## src/rtl/vend_ctrl.sv

```systemverilog
// Vending sequencer: accumulates coin credit, arbitrates product selection,
// holds the release request until ack or timeout, then pays change one coin per cycle.
module vend_ctrl #(
  parameter int CREDIT_W    = 6,
  parameter int PRICE_A     = 15,
  parameter int PRICE_B     = 20,
  parameter int MAX_CREDIT  = 45,
  parameter int CHANGE_COIN = 5,
  parameter int ACK_TO      = 16
) (
  input  logic                clk,
  input  logic                reset,
  input  logic [1:0]          coin,
  input  logic [1:0]          sel,
  input  logic                cancel,
  input  logic                dispense_ack,
  output logic                pr_en,
  output logic                pr_sel,
  output logic                chg_en,
  output logic                coin_rej,
  output logic                fault,
  output logic [CREDIT_W-1:0] credit,
  output logic                busy
);

  localparam int CNT_W = $clog2(ACK_TO + 1);
  localparam logic [CREDIT_W-1:0] P_A     = CREDIT_W'(PRICE_A);
  localparam logic [CREDIT_W-1:0] P_B     = CREDIT_W'(PRICE_B);
  localparam logic [CREDIT_W-1:0] P_CHG   = CREDIT_W'(CHANGE_COIN);
  localparam logic [CREDIT_W:0]   P_MAX   = (CREDIT_W + 1)'(MAX_CREDIT);
  localparam logic [CNT_W-1:0]    TO_LAST = CNT_W'(ACK_TO - 1);

  typedef enum logic [1:0] {IDLE, COLLECT, VEND, CHANGE} state_t;

  state_t              state;
  logic [CNT_W-1:0]    cnt;
  logic [CREDIT_W-1:0] coin_val;
  logic [CREDIT_W-1:0] coin_add;
  logic [CREDIT_W-1:0] sel_price;
  logic [CREDIT_W-1:0] vend_price;
  logic                coin_valid;
  logic                coin_fits;
  logic                cancel_acc;
  logic                coin_acc;
  logic                sel_ok;
  logic                buy;

  always_comb begin
    coin_val = '0;
    case (coin)
      2'b01:   coin_val = CREDIT_W'(5);
      2'b10:   coin_val = CREDIT_W'(10);
      default: coin_val = '0;
    endcase
  end

  assign coin_valid = (coin == 2'b01) || (coin == 2'b10);
  // Fit check uses registered credit, so a refund after an aborted vend stays within MAX_CREDIT.
  assign coin_fits  = ({1'b0, credit} + {1'b0, coin_val}) <= P_MAX;
  assign cancel_acc = (state == COLLECT) && cancel;
  assign coin_acc   = coin_valid && ((state == IDLE) || (state == COLLECT)) &&
                      !cancel_acc && coin_fits;
  assign coin_add   = coin_acc ? coin_val : '0;
  assign sel_ok     = (sel == 2'b01) || (sel == 2'b10);
  assign sel_price  = (sel == 2'b10) ? P_B : P_A;
  assign vend_price = pr_sel ? P_B : P_A;
  assign buy        = (state == COLLECT) && !cancel && sel_ok && (credit >= sel_price);

  always_ff @(posedge clk or negedge reset) begin
    if (!reset) begin
      state    <= IDLE;
      cnt      <= '0;
      credit   <= '0;
      pr_en    <= 1'b0;
      pr_sel   <= 1'b0;
      chg_en   <= 1'b0;
      coin_rej <= 1'b0;
      fault    <= 1'b0;
      busy     <= 1'b0;
    end else begin
      coin_rej <= (coin != 2'b00) && !coin_acc;
      chg_en   <= 1'b0;
      fault    <= 1'b0;
      case (state)
        IDLE: begin
          if (coin_acc) begin
            credit <= credit + coin_add;
            state  <= COLLECT;
          end
        end
        COLLECT: begin
          if (cancel_acc) begin
            state <= CHANGE;
            busy  <= 1'b1;
          end else if (buy) begin
            state  <= VEND;
            busy   <= 1'b1;
            pr_en  <= 1'b1;
            pr_sel <= (sel == 2'b10);
            credit <= credit - sel_price + coin_add;
            cnt    <= '0;
          end else begin
            credit <= credit + coin_add;
          end
        end
        VEND: begin
          // Ack is checked first so an ack in the final timeout cycle still completes the sale.
          if (dispense_ack) begin
            pr_en <= 1'b0;
            cnt   <= '0;
            if (credit != '0) begin
              state <= CHANGE;
            end else begin
              state <= IDLE;
              busy  <= 1'b0;
            end
          end else if (cnt == TO_LAST) begin
            pr_en  <= 1'b0;
            fault  <= 1'b1;
            credit <= credit + vend_price;
            cnt    <= '0;
            state  <= CHANGE;
          end else begin
            cnt <= cnt + 1'b1;
          end
        end
        CHANGE: begin
          if (credit != '0) begin
            chg_en <= 1'b1;
            credit <= credit - P_CHG;
            if (credit == P_CHG) begin
              state <= IDLE;
              busy  <= 1'b0;
            end
          end else begin
            state <= IDLE;
            busy  <= 1'b0;
          end
        end
        default: begin
          state <= IDLE;
          busy  <= 1'b0;
        end
      endcase
    end
  end

endmodule
```

## config.mk

```make
export PLATFORM = sky130hd
export DESIGN_NAME = vend_ctrl
export DESIGN_NICKNAME = d
export VERILOG_FILES = /design/src/rtl/vend_ctrl.sv
export SDC_FILE = /design/constraint.sdc
export NUM_CORES = 1
export LEC_CHECK = 0
export ABC_AREA = 1
export CORE_MARGIN = 2
export CORE_UTILIZATION = 61
export DETAILED_ROUTE_END_ITERATION = 10
export PLACE_DENSITY = 0.84
export SLEW_MARGIN = 15
export SYNTH_ARGS = -nofsm -noshare
export SYNTH_HDL_FRONTEND = slang
export SYNTH_SLANG_ARGS = --single-unit
```

## constraint.sdc

```tcl
create_clock -name clk -period 9 [get_ports clk]
set_clock_uncertainty 0.2 [all_clocks]
set_input_delay 1.35 -clock clk [delete_from_list [all_inputs] [get_ports clk]]
set_output_delay 1.35 -clock clk [all_outputs]
set_load 0.02 [all_outputs]
```

## Yosys cells after proc, flatten, opt, wreduce, memory -nomap -nowiden

Cells that the tools add are included.

- Flip-flop bits (word level): 19
- Input port bits: 8
- Output and inout port bits: 12
- Logic and storage cells: 105

- Add/subtract/negate cells: 7
- Order comparisons: 2
- Equality and inequality tests: 20
- Mux-type cells: 41
- Bitwise operators: 1
- Reduce and logical (&&, ||, !) cells: 25

Operators with widths:

| kind | count |
|---|---|
| 2-to-1 mux 6 bit | 7 |
| 2-to-1 mux 5 bit | 6 |
| one-hot mux 6 bit (4 select lines) | 1 |
| 2-to-1 mux 2 bit | 8 |
| != test 2 bit, second input constant | 8 |
| 2-to-1 mux 1 bit | 14 |
| adder 6 bit | 2 |
| one-hot mux 5 bit (2 select lines) | 1 |
| AND reduction 5 bit | 2 |
| != test 3 bit, second input constant | 3 |
| equality test 2 bit, second input constant | 4 |
| logical AND 1 bit | 8 |
| one-hot mux 2 bit (4 select lines) | 1 |
| one-hot mux 4 bit (2 select lines) | 1 |
| AND reduction 4 bit | 2 |
| adder 6 x 6 -> 7 bit | 1 |
| less-or-equal comparator 7 x 6 -> 1 bit, second input constant | 1 |
| adder 6 x 5 -> 6 bit | 1 |
| equality test 2 x 1 -> 1 bit, second input constant | 3 |
| equality test 6 x 3 -> 1 bit, second input constant | 1 |
| greater-or-equal comparator 6 x 5 -> 1 bit | 1 |
| AND reduction 3 bit | 2 |
| nonzero test 6 bit | 1 |
| subtractor 6 x 3 -> 6 bit, second input constant | 1 |
| other kinds (11) | 16 |

## Longest topological paths before layout

Gate-level depths: netlist (run 1).

- Word-level depth: 10
- Gate-level depth with buffers: 30
- Mapped depth without buffers: 30

## Least setup slack after synthesis (run 1)

No wires, ideal clock.

- Kind: input-to-reg
- Start: input coin[0]
- End: register credit[5]
- Library setup time: 0.116 ns
- Arrival: 4.530 ns
- Required time: 8.684 ns
- Path slack: 4.153 ns
- Cell stages on the path: 28
- Path buffers: 0
- Path through: inv_1 ha_1 inv_1 nand2_1 nand2_1 ha_1 inv_1 nand4_1 nand2_1 nor2_1 nand3_1 nand2_2 nor2_4 nand2_4 nor2_1 fa_1 ha_1 nand3_1 and2_1 nor2_1 o21a_1 nor2_1 xnor2_1 a21oi_1 nand2_1 nand2_1 nand2_1 nand2_1

- Longest elaborated chain between the ends: 10
- Elaborated cells between the ends (all ways): 18
- Classes of those cells: add/sub (3); order compare (1); eq/ne (3); mux (6); reduce/logical (5)

Ends and longest elaborated chain:

| element | RTL line | RTL |
|---|---|---|
| start: declaration | 13 | `input logic [1:0] coin,` |
| equality test 2 bit / equality test 2 x 1 -> 1 bit (equally long branches) | 50, 57 |  |
| one-hot mux 4 bit (2 select lines) / logical OR 1 bit (equally long branches) | 50, 57 |  |
| adder 6 x 6 -> 7 bit / logical AND 1 bit (equally long branches) | 59, 61 |  |
| less-or-equal comparator 7 x 6 -> 1 bit / logical AND 1 bit (equally long branches) | 59, 61 |  |
| logical AND 1 bit | 62 | `!cancel_acc && coin_fits;` |
| 2-to-1 mux 6 bit | 63 | `assign coin_add = coin_acc ? coin_val : '0;` |
| adder 6 bit, on equally long branches | 87, 103, 100 |  |
| 2-to-1 mux 6 bit | 95 | `end else if (buy) begin` |
| 2-to-1 mux 6 bit | 92 | `if (cancel_acc) begin` |
| one-hot mux 6 bit (4 select lines) | 84 | `case (state)` |
| end signal: assignment | 87 | `credit <= credit + coin_add;` |
| end signal: assignment | 100 | `credit <= credit - sel_price + coin_add;` |
| end signal: assignment | 103 | `credit <= credit + coin_add;` |
| end: declaration | 22 | `output logic [CREDIT_W-1:0] credit,` |

Several ways; a longest one is shown, not always the timed one. The select of a mux whose other input is x is not followed.
A chain may end at the register's enable or synchronous reset.

## Final worst setup path (run 1)

Ends and elaborated chain as after synthesis.

==> impl_metrics.py, run 1 <==
metrics = {
    "detailed_routing": {
        "via_per_inst": 5.554,
        "ant_nets": 0,
        "drt-pass1-iter-count": 4,
        "wl_um": 5804,
        "post_drt_wl_per_cell_um": 14.23,
        "drc": 0,
        "drt_iter0_drc": 229,
        "dr_total_vias": 2266,
    },
    "clock_network": {
        "cts_tree": "yes",
        "numCtsBuffers": 3,
        "cts.sinks": 19,
        "cts_resized": 0,
        "root_buffer": "clkbuf_8",
        "holdBufCountCts": 0,
        "cts_setup_buffers": 0,
        "clk_pin_slew_ns": 0.07,
        "cts_htree_levels": 1,
        "cts.path.max_buffers": 2,
        "insertion_delay_ns": 0.26,
    },
    "final_layout": {
        "most-common-layout-cells": "72 x nand2_1, 61 x inv_1, 39 x nor2_1, 26 x ha_1, 23 x o21ai_0",
        "areaGrowthSynthToFinish_pct": 11.90,
        "nFillCells": 320,
        "antennaDiodeCount": 0,
        "stdcell_count": 408,
        "fin_nets": 400,
        "layout_commonest_cell": "nand2_1",
        "drive_gt1_share_pct": 6.111,
    },
    "critical_path": {
        "cpMaxStageDelayCell": "clkdlybuf4s50_1",
        "end_kind": "flop",
        "path_common_cell": "nand2_1",
        "start_kind": "input port",
        "rr_worst_depth": 25,
        "cp.required_ns": 8.95,
        "slowest_delay_ns": 0.51,
        "cp_max_fo": 5,
        "critical_path_arrival_ns": 5.35,
        "worstSetupPathType": "input port to flop",
    },
    "power_and_ir_drop": {
        "p_leak_nw": 1.353,
        "p_per_area_nw_per_um2": 335.8,
        "ir_drop_mv": 0.2491,
    },
    "timing": {
        "slew_viol_final": 0,
        "min_period_over_period_pct": 60.01,
        "slew_headroom_pct": 39.26,
        "min_period_ns": 5.401,
        "rsz0062_at_grt": "false",
        "setup_viol": 0,
        "setup_tns_ns": 0,
        "worstMarginPinSlew_ns": 0.9083,
        "max_freq_ghz": 0.1852,
        "finalHoldViolCount": 0,
    },
    "placement": {
        "dp.cells": 404,
        "dp_hpwl_um": 4550,
        "port-buffer-count": 19,
        "gp_congestion": 0.9858,
    },
    "floorplanning": {
        "pin_count": 20,
        "dieArea_um2": 4282,
        "core_um2": 3633,
        "placementRows": 22,
        "die_h_um": 65.44,
        "start_util_pct": 63.36,
        "die_x_um": 65.44,
    },
    "global_route": {
        "grt_max_degree": 20,
        "grt_usage_pct": 28.98,
        "antenna_found_initial": 0,
        "grt-ovfl-total": 0,
        "grt_pass1_wl_um": 9563,
        "grt_pass1_vias": 2112,
    },
    "synthesis": {
        "synth.yosys.seq_area_share_pct": 20.65,
        "yosysWarnings": 0,
        "ys_ff_latch": 19,
        "syn_area_per_cell_um2": 6.771,
        "synth_nets": 379,
        "synth-edff-count": 0,
        "synth_cells": 340,
        "ys_async_sr_fraction_pct": 100.0,
        "synth_cell_types": 41,
        "netlist_area_um2": 2302,
        "synth-main-ff-cell": "dfrtp_1",
    },
    "hold_path": {
        "hold_path_class": "flop to flop",
        "hold_depth": 1,
    },
    "run": {
        "cap_violations": 0,
    },
    "outcome": {
        "outcome": "finished, final reports clean",
    },
}
==> registers in the layout (all words and copies together), names as in the netlist <==
| register | count |
|---|---|
| chg_en | 1 |
| pr_en | 1 |
| state | 2 |
| fault | 1 |
| coin_rej | 1 |
| credit | 6 |
| busy | 1 |
| pr_sel | 1 |
| cnt | 5 |
==> area by class of cell <==
cell class	instances	area, um^2	share of cell area [%]
sequential	19	475.5	18.46
multi-input combinational	254	1559	60.52
inverter	64	246.5	9.568
timing repair buffer	19	190.2	7.382
clock buffer	4	45.04	1.748
tap	48	60.06	2.331
==> synthesized netlist by cell type, types with 2 or more instances <==
master / count / area [um^2]
nand2_1: 72 / 270.3
o22ai_1: 2 / 12.51
nand3_1: 21 / 105.1
nor2_2: 2 / 12.51
o21ai_0: 23 / 115.1
nand2_2: 6 / 37.54
nor2_1: 39 / 146.4
a21boi_0: 2 / 15.01
nand4_1: 6 / 37.54
a21oi_1: 11 / 55.05
nor3_1: 5 / 25.02
and2_1: 3 / 18.77
xnor2_1: 3 / 26.28
fa_1: 5 / 100.1
inv_1: 61 / 229.0
nand2_4: 2 / 22.52
o31ai_1: 3 / 22.52
dfrtp_1: 19 / 475.5
nand3b_1: 2 / 15.01
a211oi_1: 2 / 15.01
ha_1: 26 / 325.3
nand3_2: 2 / 20.02
a31oi_1: 3 / 18.77
xor2_1: 3 / 26.28
==> stage by stage <==
step / total power [mW] / instance area [um^2] / utilization (%) / setup WS, ns / hold WS, ns
floorplan: 0.6234 / 2302 / - / 4.153 / 0.2266
global placement: 0.7759 / 2531 / 69.66 / 3.436 / 0.2468
detailed placement: 0.7945 / 2531 / 69.66 / 3.349 / 0.2597
CTS: 0.8584 / 2576 / 70.90 / 3.613 / 0.2727
global route: 0.9483 / 2576 / 70.90 / 3.219 / 0.3019
finish: 0.8651 / 2576 / 70.90 / 3.599 / 0.2686
==> path summary, 6_finish.rpt <==
kind / slack, ns / endpoint / start
worst min-delay path: 0.27 / fault / cnt[4]
worst max-delay path: 3.60 / credit[5] / coin[0]
max in group asynchronous: 6.64 / state[0] / reset
worst min register to register: 0.27 / fault / cnt[4]
min in group asynchronous: 1.40 / coin_rej / reset
worst max register to register: 4.74 / credit[5] / credit[1]
==> logic make-up after synthesis <==
kind of cell	synth area share [%]
xor gates and xnor gates	2.990
and+or+nand+nor	32.55
buffers and inverters	11.63
AOI/OAI and AO/OA	13.70
adders and majority gates	18.48
DFF	20.65
==> worst max-delay path: cells and delay by family <==
| family | cells | cell delay, ns |
|---|---|---|
| adder cells (fa/ha/maj) | 4 | 1.21 |
| AO/OA/AOI/OAI | 2 | 0.24 |
| XOR/XNOR | 1 | 0.13 |
| buffers and inverters | 4 | 0.74 |
| AND/OR/NAND/NOR | 19 | 1.69 |
==> routing by layer <==
layer,vias up,GRT usage [%],share of wire (%)
li1,1132,-,-
met1,1028,39.85,44
met2,95,48.47,47
met3,11,4.281,8.1
met4,0,5.990,1.5
met5,-,0,0
==> power breakdown <==
group          total [mW]  internal (mW)  switching (mW)
clock              0.0598         0.0315          0.0283
combinational       0.618          0.235           0.384
sequential          0.187          0.120          0.0672
Power figures use the tool's default switching activity.
==> inputs of run 2 (changes only) <==
--- a/config.mk
+++ b/config.mk
@@ -7,9 +7,9 @@
 export LEC_CHECK = 0
 export ABC_AREA = 1
 export CORE_MARGIN = 2
-export CORE_UTILIZATION = 61
+export CORE_UTILIZATION = 53
 export DETAILED_ROUTE_END_ITERATION = 10
-export PLACE_DENSITY = 0.84
+export PLACE_DENSITY = 0.77
 export SLEW_MARGIN = 15
 export SYNTH_ARGS = -nofsm -noshare
 export SYNTH_HDL_FRONTEND = slang
==> constraint.sdc (replaced) <==
create_clock -name clk -period 4.3 [get_ports clk]
set_clock_uncertainty 0.2 [all_clocks]
set_input_delay 0.645 -clock clk [delete_from_list [all_inputs] [get_ports clk]]
set_output_delay 0.645 -clock clk [all_outputs]
set_load 0.02 [all_outputs]
==> impl_metrics.py, run 2 (synthesis gave the netlist of run 1 again) <==
metrics = {
    "global_route": {
        "antenna_found_initial": 0,
        "grt_pass1_vias": 2234,
        "grt-ovfl-total": 0,
        "grt_max_degree": 20,
        "grt_pass1_wl_um": 10450,
        "grt_usage_pct": 26.35,
    },
    "timing": {
        "max_freq_ghz": 0.2488,
        "min_period_over_period_pct": 93.48,
        "finalHoldViolCount": 0,
        "worstMarginPinSlew_ns": 0.8815,
        "setup_ws_ns": 0.2802,
        "setup_tns_ns": 0,
        "rsz0062_at_grt": "false",
        "slew_headroom_pct": 41.05,
        "min_period_ns": 4.020,
        "hold_slack_ns": 0.2646,
        "setup_viol": 0,
        "slew_viol_final": 0,
    },
    "floorplanning": {
        "start_util_pct": 56.34,
        "dieArea_um2": 4887,
        "core_um2": 4086,
        "die_h_um": 69.91,
        "die_x_um": 69.91,
        "pin_count": 20,
        "placementRows": 23,
    },
    "power_and_ir_drop": {
        "comb_power_share_pct": 76.1,
        "ir_drop_mv": 0.3520,
        "p_per_area_nw_per_um2": 692.0,
        "clkPwrFrac_pct": 6.4,
        "sequentialPowerShare_pct": 17.5,
        "p_leak_nw": 1.509,
        "finalPower_mw": 1.977,
        "switching_share_pct": 53.29,
        "p_int_mw": 0.9233,
        "p_switching_mw": 1.053,
    },
    "final_layout": {
        "largest_register": "credit",
        "largest_register_ffs": 6,
        "stdcell_count": 439,
        "most-common-layout-cells": "70 x nand2_1, 57 x inv_1, 36 x nor2_1, 29 x buf_4, 23 x ha_1",
        "fin_area_um2": 2856,
        "layout_commonest_cell": "nand2_1",
        "final_core_util_pct": 69.90,
        "drive_gt1_share_pct": 16.97,
        "fin_nets": 429,
        "reg.largest.list": "credit x6, cnt x5, state x2",
        "areaGrowthSynthToFinish_pct": 24.08,
        "antennaDiodeCount": 0,
    },
    "clock_network": {
        "cts_tree": "yes",
        "clk_pin_slew_ns": 0.08,
        "cts.sinks": 19,
        "insertion_delay_ns": 0.26,
        "holdBufCountCts": 0,
        "numCtsBuffers": 3,
        "cts_htree_levels": 1,
        "cts.path.max_buffers": 2,
        "root_buffer": "clkbuf_8",
    },
    "placement": {
        "port-buffer-count": 19,
        "dp.cells": 434,
        "post-place-ws_ns": -0.4502,
        "gp_congestion": 0.9130,
        "dp_hpwl_um": 4860,
        "placed_cell_area_um2": 2744,
    },
    "critical_path": {
        "critical_path_arrival_ns": 3.98,
        "cp.required_ns": 4.26,
        "cp_max_fo": 3,
        "worstSetupPathType": "input port to flop",
        "start_kind": "input port",
        "end_kind": "flop",
    },
    "detailed_routing": {
        "ant_nets": 0,
        "wl_um": 6271,
        "drc": 0,
        "dr_total_vias": 2388,
        "via_per_inst": 5.440,
        "post_drt_wl_per_cell_um": 14.28,
        "drt_iter0_drc": 195,
        "drt-pass1-iter-count": 4,
    },
    "run": {
        "cap_violations": 0,
    },
    "hold_path": {
        "hold_path_class": "flop to flop",
    },
    "outcome": {
        "outcome": "finished, final reports clean",
    },
}
-- run 2: power by group through the flow --
| stage | registers [mW] | logic, mW | clock network [mW] |
|---|---|---|---|
| floorplan | 0.383 | 0.922 | 0 |
| global placement | 0.342 | 1.41 | 0 |
| detailed placement | 0.344 | 1.44 | 0 |
| CTS | 0.341 | 1.46 | 0.129 |
| global route | 0.355 | 1.68 | 0.135 |
| finish | 0.346 | 1.50 | 0.127 |
-- run 2: critical path, stage by stage --
cell and delay [ns]:
dlymetal6s2s_1 0.14, buf_4 0.15, ha_4 0.16, nand2_1 0.10, inv_2 0.05, ha_1 0.17
inv_1 0.08, nand4_1 0.10, nand2_1 0.07, nor2_1 0.04, nand3_1 0.11, nand2_2 0.08
nor2_4 0.14, nand2_4 0.07, nor2_4 0.13, fa_1 0.46, ha_1 0.31, nand3_2 0.07
and2_4 0.14, nor2_1 0.04, o21a_1 0.17, nor2_2 0.12, xnor2_1 0.13, a21oi_1 0.09
nand2_1 0.08, nand2_1 0.05, nand2_1 0.05, nand2_1 0.04
-- run 2: final timing paths --
| path | to | start | slack [ns] | cells after the start |
|---|---|---|---|---|
| worst max-delay path | credit[5] | coin[0] | 0.28 | 28 |
| worst min-delay path | fault | cnt[4] | 0.26 | 1 |
| worst max register to register | credit[5] | credit[2] | 0.51 | 23 |
| worst min register to register | fault | cnt[4] | 0.26 | 1 |
| max in group asynchronous | credit[1] | reset | 2.67 | 1 |
| min in group asynchronous | state[0] | reset | 0.68 | 1 |
-- run 2: final cells by class --
class / instances / area [um^2]
fill: 349 / 1230
multi-input combinational: 254 / 1614
sequential: 19 / 475.5
inverter: 64 / 246.5
clock buffer: 4 / 45.04
timing repair buffer: 48 / 412.9
tap: 50 / 62.56
-- run 2: repair_timing --
item	4_1_cts	5_1_grt
setup buffers	1	0
cloned	0	0
setup endpoints to repair	3	5
pin swaps	2	10
endpoints found under the hold margin	0	0
resized for setup	8	12
-- run 2: metal layers --
metal  up-vias  GRT usage [%]  part of all wire, %
met5         -              0                    0
met4         0          6.410                  1.1
met3         8          3.463                  7.8
met2        92          42.86                   47
met1      1096          37.21                   44
li1       1192              -                    -
==> inputs of run 3 (changes only) <==
--- a/config.mk
+++ b/config.mk
@@ -6,11 +6,13 @@
 export NUM_CORES = 1
 export LEC_CHECK = 0
 export ABC_AREA = 1
+export CAP_MARGIN = 20
 export CORE_MARGIN = 2
 export CORE_UTILIZATION = 53
 export DETAILED_ROUTE_END_ITERATION = 10
+export MAX_ROUTING_LAYER = met4
 export PLACE_DENSITY = 0.77
-export SLEW_MARGIN = 15
+export SLEW_MARGIN = 20
 export SYNTH_ARGS = -nofsm -noshare
 export SYNTH_HDL_FRONTEND = slang
 export SYNTH_SLANG_ARGS = --single-unit
==> impl_metrics.py, run 3 (synthesis gave the netlist of run 1 again) <==
metrics = {
    "placement": {
        "port-buffer-count": 19,
        "post-place-ws_ns": -0.3553,
        "dp_hpwl_um": 4763,
        "gp_congestion": 0.9357,
        "placed_cell_area_um2": 2744,
    },
    "clock_network": {
        "root_buffer": "clkbuf_8",
        "clk_pin_slew_ns": 0.07,
        "cts_htree_levels": 1,
        "holdBufCountCts": 0,
        "cts.sinks": 19,
        "cts_setup_buffers": 0,
        "insertion_delay_ns": 0.26,
        "cts.path.max_buffers": 2,
        "cts_tree": "yes",
        "numCtsBuffers": 3,
    },
    "final_layout": {
        "most-common-layout-cells": "69 x nand2_1, 59 x inv_1, 35 x nor2_1, 28 x buf_4, 24 x ha_1",
        "drive_gt1_share_pct": 16.24,
        "largest_register": "credit",
        "areaGrowthSynthToFinish_pct": 22.72,
        "fin_area_um2": 2825,
        "antennaDiodeCount": 0,
        "fin_nets": 428,
        "reg.largest.list": "credit x6, cnt x5, state x2",
        "largest_register_ffs": 6,
        "final_core_util_pct": 69.14,
        "layout_commonest_cell": "nand2_1",
    },
    "critical_path": {
        "cp.required_ns": 4.25,
        "path_common_cell": "nand2_1",
        "slowest_delay_ns": 0.45,
        "cp_max_fo": 3,
        "start_kind": "input port",
        "worstSetupPathType": "input port to flop",
        "cpMaxStageDelayCell": "fa_1",
        "critical_path_arrival_ns": 3.98,
        "end_kind": "flop",
    },
    "floorplanning": {
        "pin_count": 20,
        "die_h_um": 69.91,
        "die_x_um": 69.91,
        "dieArea_um2": 4887,
        "start_util_pct": 56.34,
        "placementRows": 23,
        "core_um2": 4086,
    },
    "power_and_ir_drop": {
        "switching_share_pct": 53.11,
        "clkPwrFrac_pct": 6.5,
        "comb_power_share_pct": 76.4,
        "p_leak_nw": 1.510,
        "p_per_area_nw_per_um2": 685.6,
        "ir_drop_mv": 0.3855,
        "p_switching_mw": 1.029,
        "sequentialPowerShare_pct": 17.1,
        "p_int_mw": 0.9082,
    },
    "timing": {
        "worstMarginPinSlew_ns": 0.8807,
        "min_period_ns": 4.027,
        "slew_viol_final": 0,
        "max_freq_ghz": 0.2483,
        "setup_viol": 0,
        "min_period_over_period_pct": 93.65,
        "setup_ws_ns": 0.2729,
        "finalHoldViolCount": 0,
        "slew_headroom_pct": 41.10,
    },
    "detailed_routing": {
        "ant_nets": 0,
        "via_per_inst": 5.322,
        "drt-met1-wl_um": 2690,
        "highest_layer": "met4",
        "post_drt_wl_per_cell_um": 13.59,
        "drt_iter0_drc": 145,
        "drc": 0,
        "drt-pass1-iter-count": 4,
        "wl_um": 5951,
        "dr_total_vias": 2331,
        "met3_length_um": 412,
        "wl_met2_um": 2768,
    },
    "global_route": {
        "grt_pass1_wl_um": 10410,
        "grt_usage_pct": 27.05,
        "grt-ovfl-total": 0,
        "antenna_found_initial": 0,
        "grt_max_degree": 20,
        "grt_pass1_vias": 2279,
    },
    "hold_path": {
        "hold_path_class": "flop to flop",
    },
    "outcome": {
        "outcome": "finished, final reports clean",
    },
    "run": {
        "cap_violations": 0,
    },
}
run 3: changes by cell type in the layout (fill, tap and decap cells not counted), sizes merged:
cell,delta
clkinv,+1
buf,-1
clkbuf,-1
run 3: final timing paths:
kind	start	to	slack [ns]	cells after the start
max	coin[0]	credit[5]	0.27	28
min	cnt[4]	fault	0.27	1
max reg2reg	credit[1]	credit[5]	0.48	27
min reg2reg	cnt[4]	fault	0.27	1
max in group asynchronous	reset	credit[4]	2.68	1
min in group asynchronous	reset	cnt[3]	0.68	1
run 3: repair_timing:
action | CTS | global route
pin swaps | 3 | 9
setup endpoints to repair | 2 | 5
resized for setup | 5 | 10
run 3: per-layer routing:
metal	vias up	track usage [%]
li1	1193	-
met4	0	8.120
met1	1044	35.77
met5	-	-
met2	81	42.54
met3	13	4.762
run 3: area by class of cell:
| class | instances | area [um^2] |
|---|---|---|
| inverter | 64 | 246.5 |
| fill | 379 | 1261 |
| multi-input combinational | 254 | 1589 |
| clock inverter | 1 | 5.005 |
| sequential | 19 | 475.5 |
| tap | 50 | 62.56 |
| clock buffer | 3 | 41.29 |
| timing repair buffer | 47 | 405.4 |
run 3: critical path, delay by kind of cell:
family	cells	cell delay (ns)
XOR/XNOR	1	0.14
adder cells (fa/ha/maj)	4	1.04
buffers and inverters	4	0.40
AO/OA/AOI/OAI	3	0.40
AND/OR/NAND/NOR	16	1.36
run 3: per-stage QoR:
stage          hold WS, ns  std cells  power, mW  TNS (ns)
6_report            0.2680        438      1.937         0
5_1_grt             0.2987        438      2.149  -0.05107
3_5_place_dp        0.2483        434      1.769    -1.138
4_1_cts             0.2663        438      1.910         0
2_1_floorplan       0.1494        340      1.305         0
3_3_place_gp        0.2470        434      1.747   -0.6506
run 3: power groups by stage:
| stage | registers [mW] | clock network [mW] | logic (mW) |
|---|---|---|---|
| after floorplan | 0.383 | 0 | 0.922 |
| after global routing | 0.344 | 0.140 | 1.67 |
| after global placement | 0.333 | 0 | 1.41 |
| after CTS | 0.332 | 0.130 | 1.45 |
| after detailed placement | 0.334 | 0 | 1.43 |
| final | 0.332 | 0.126 | 1.48 |
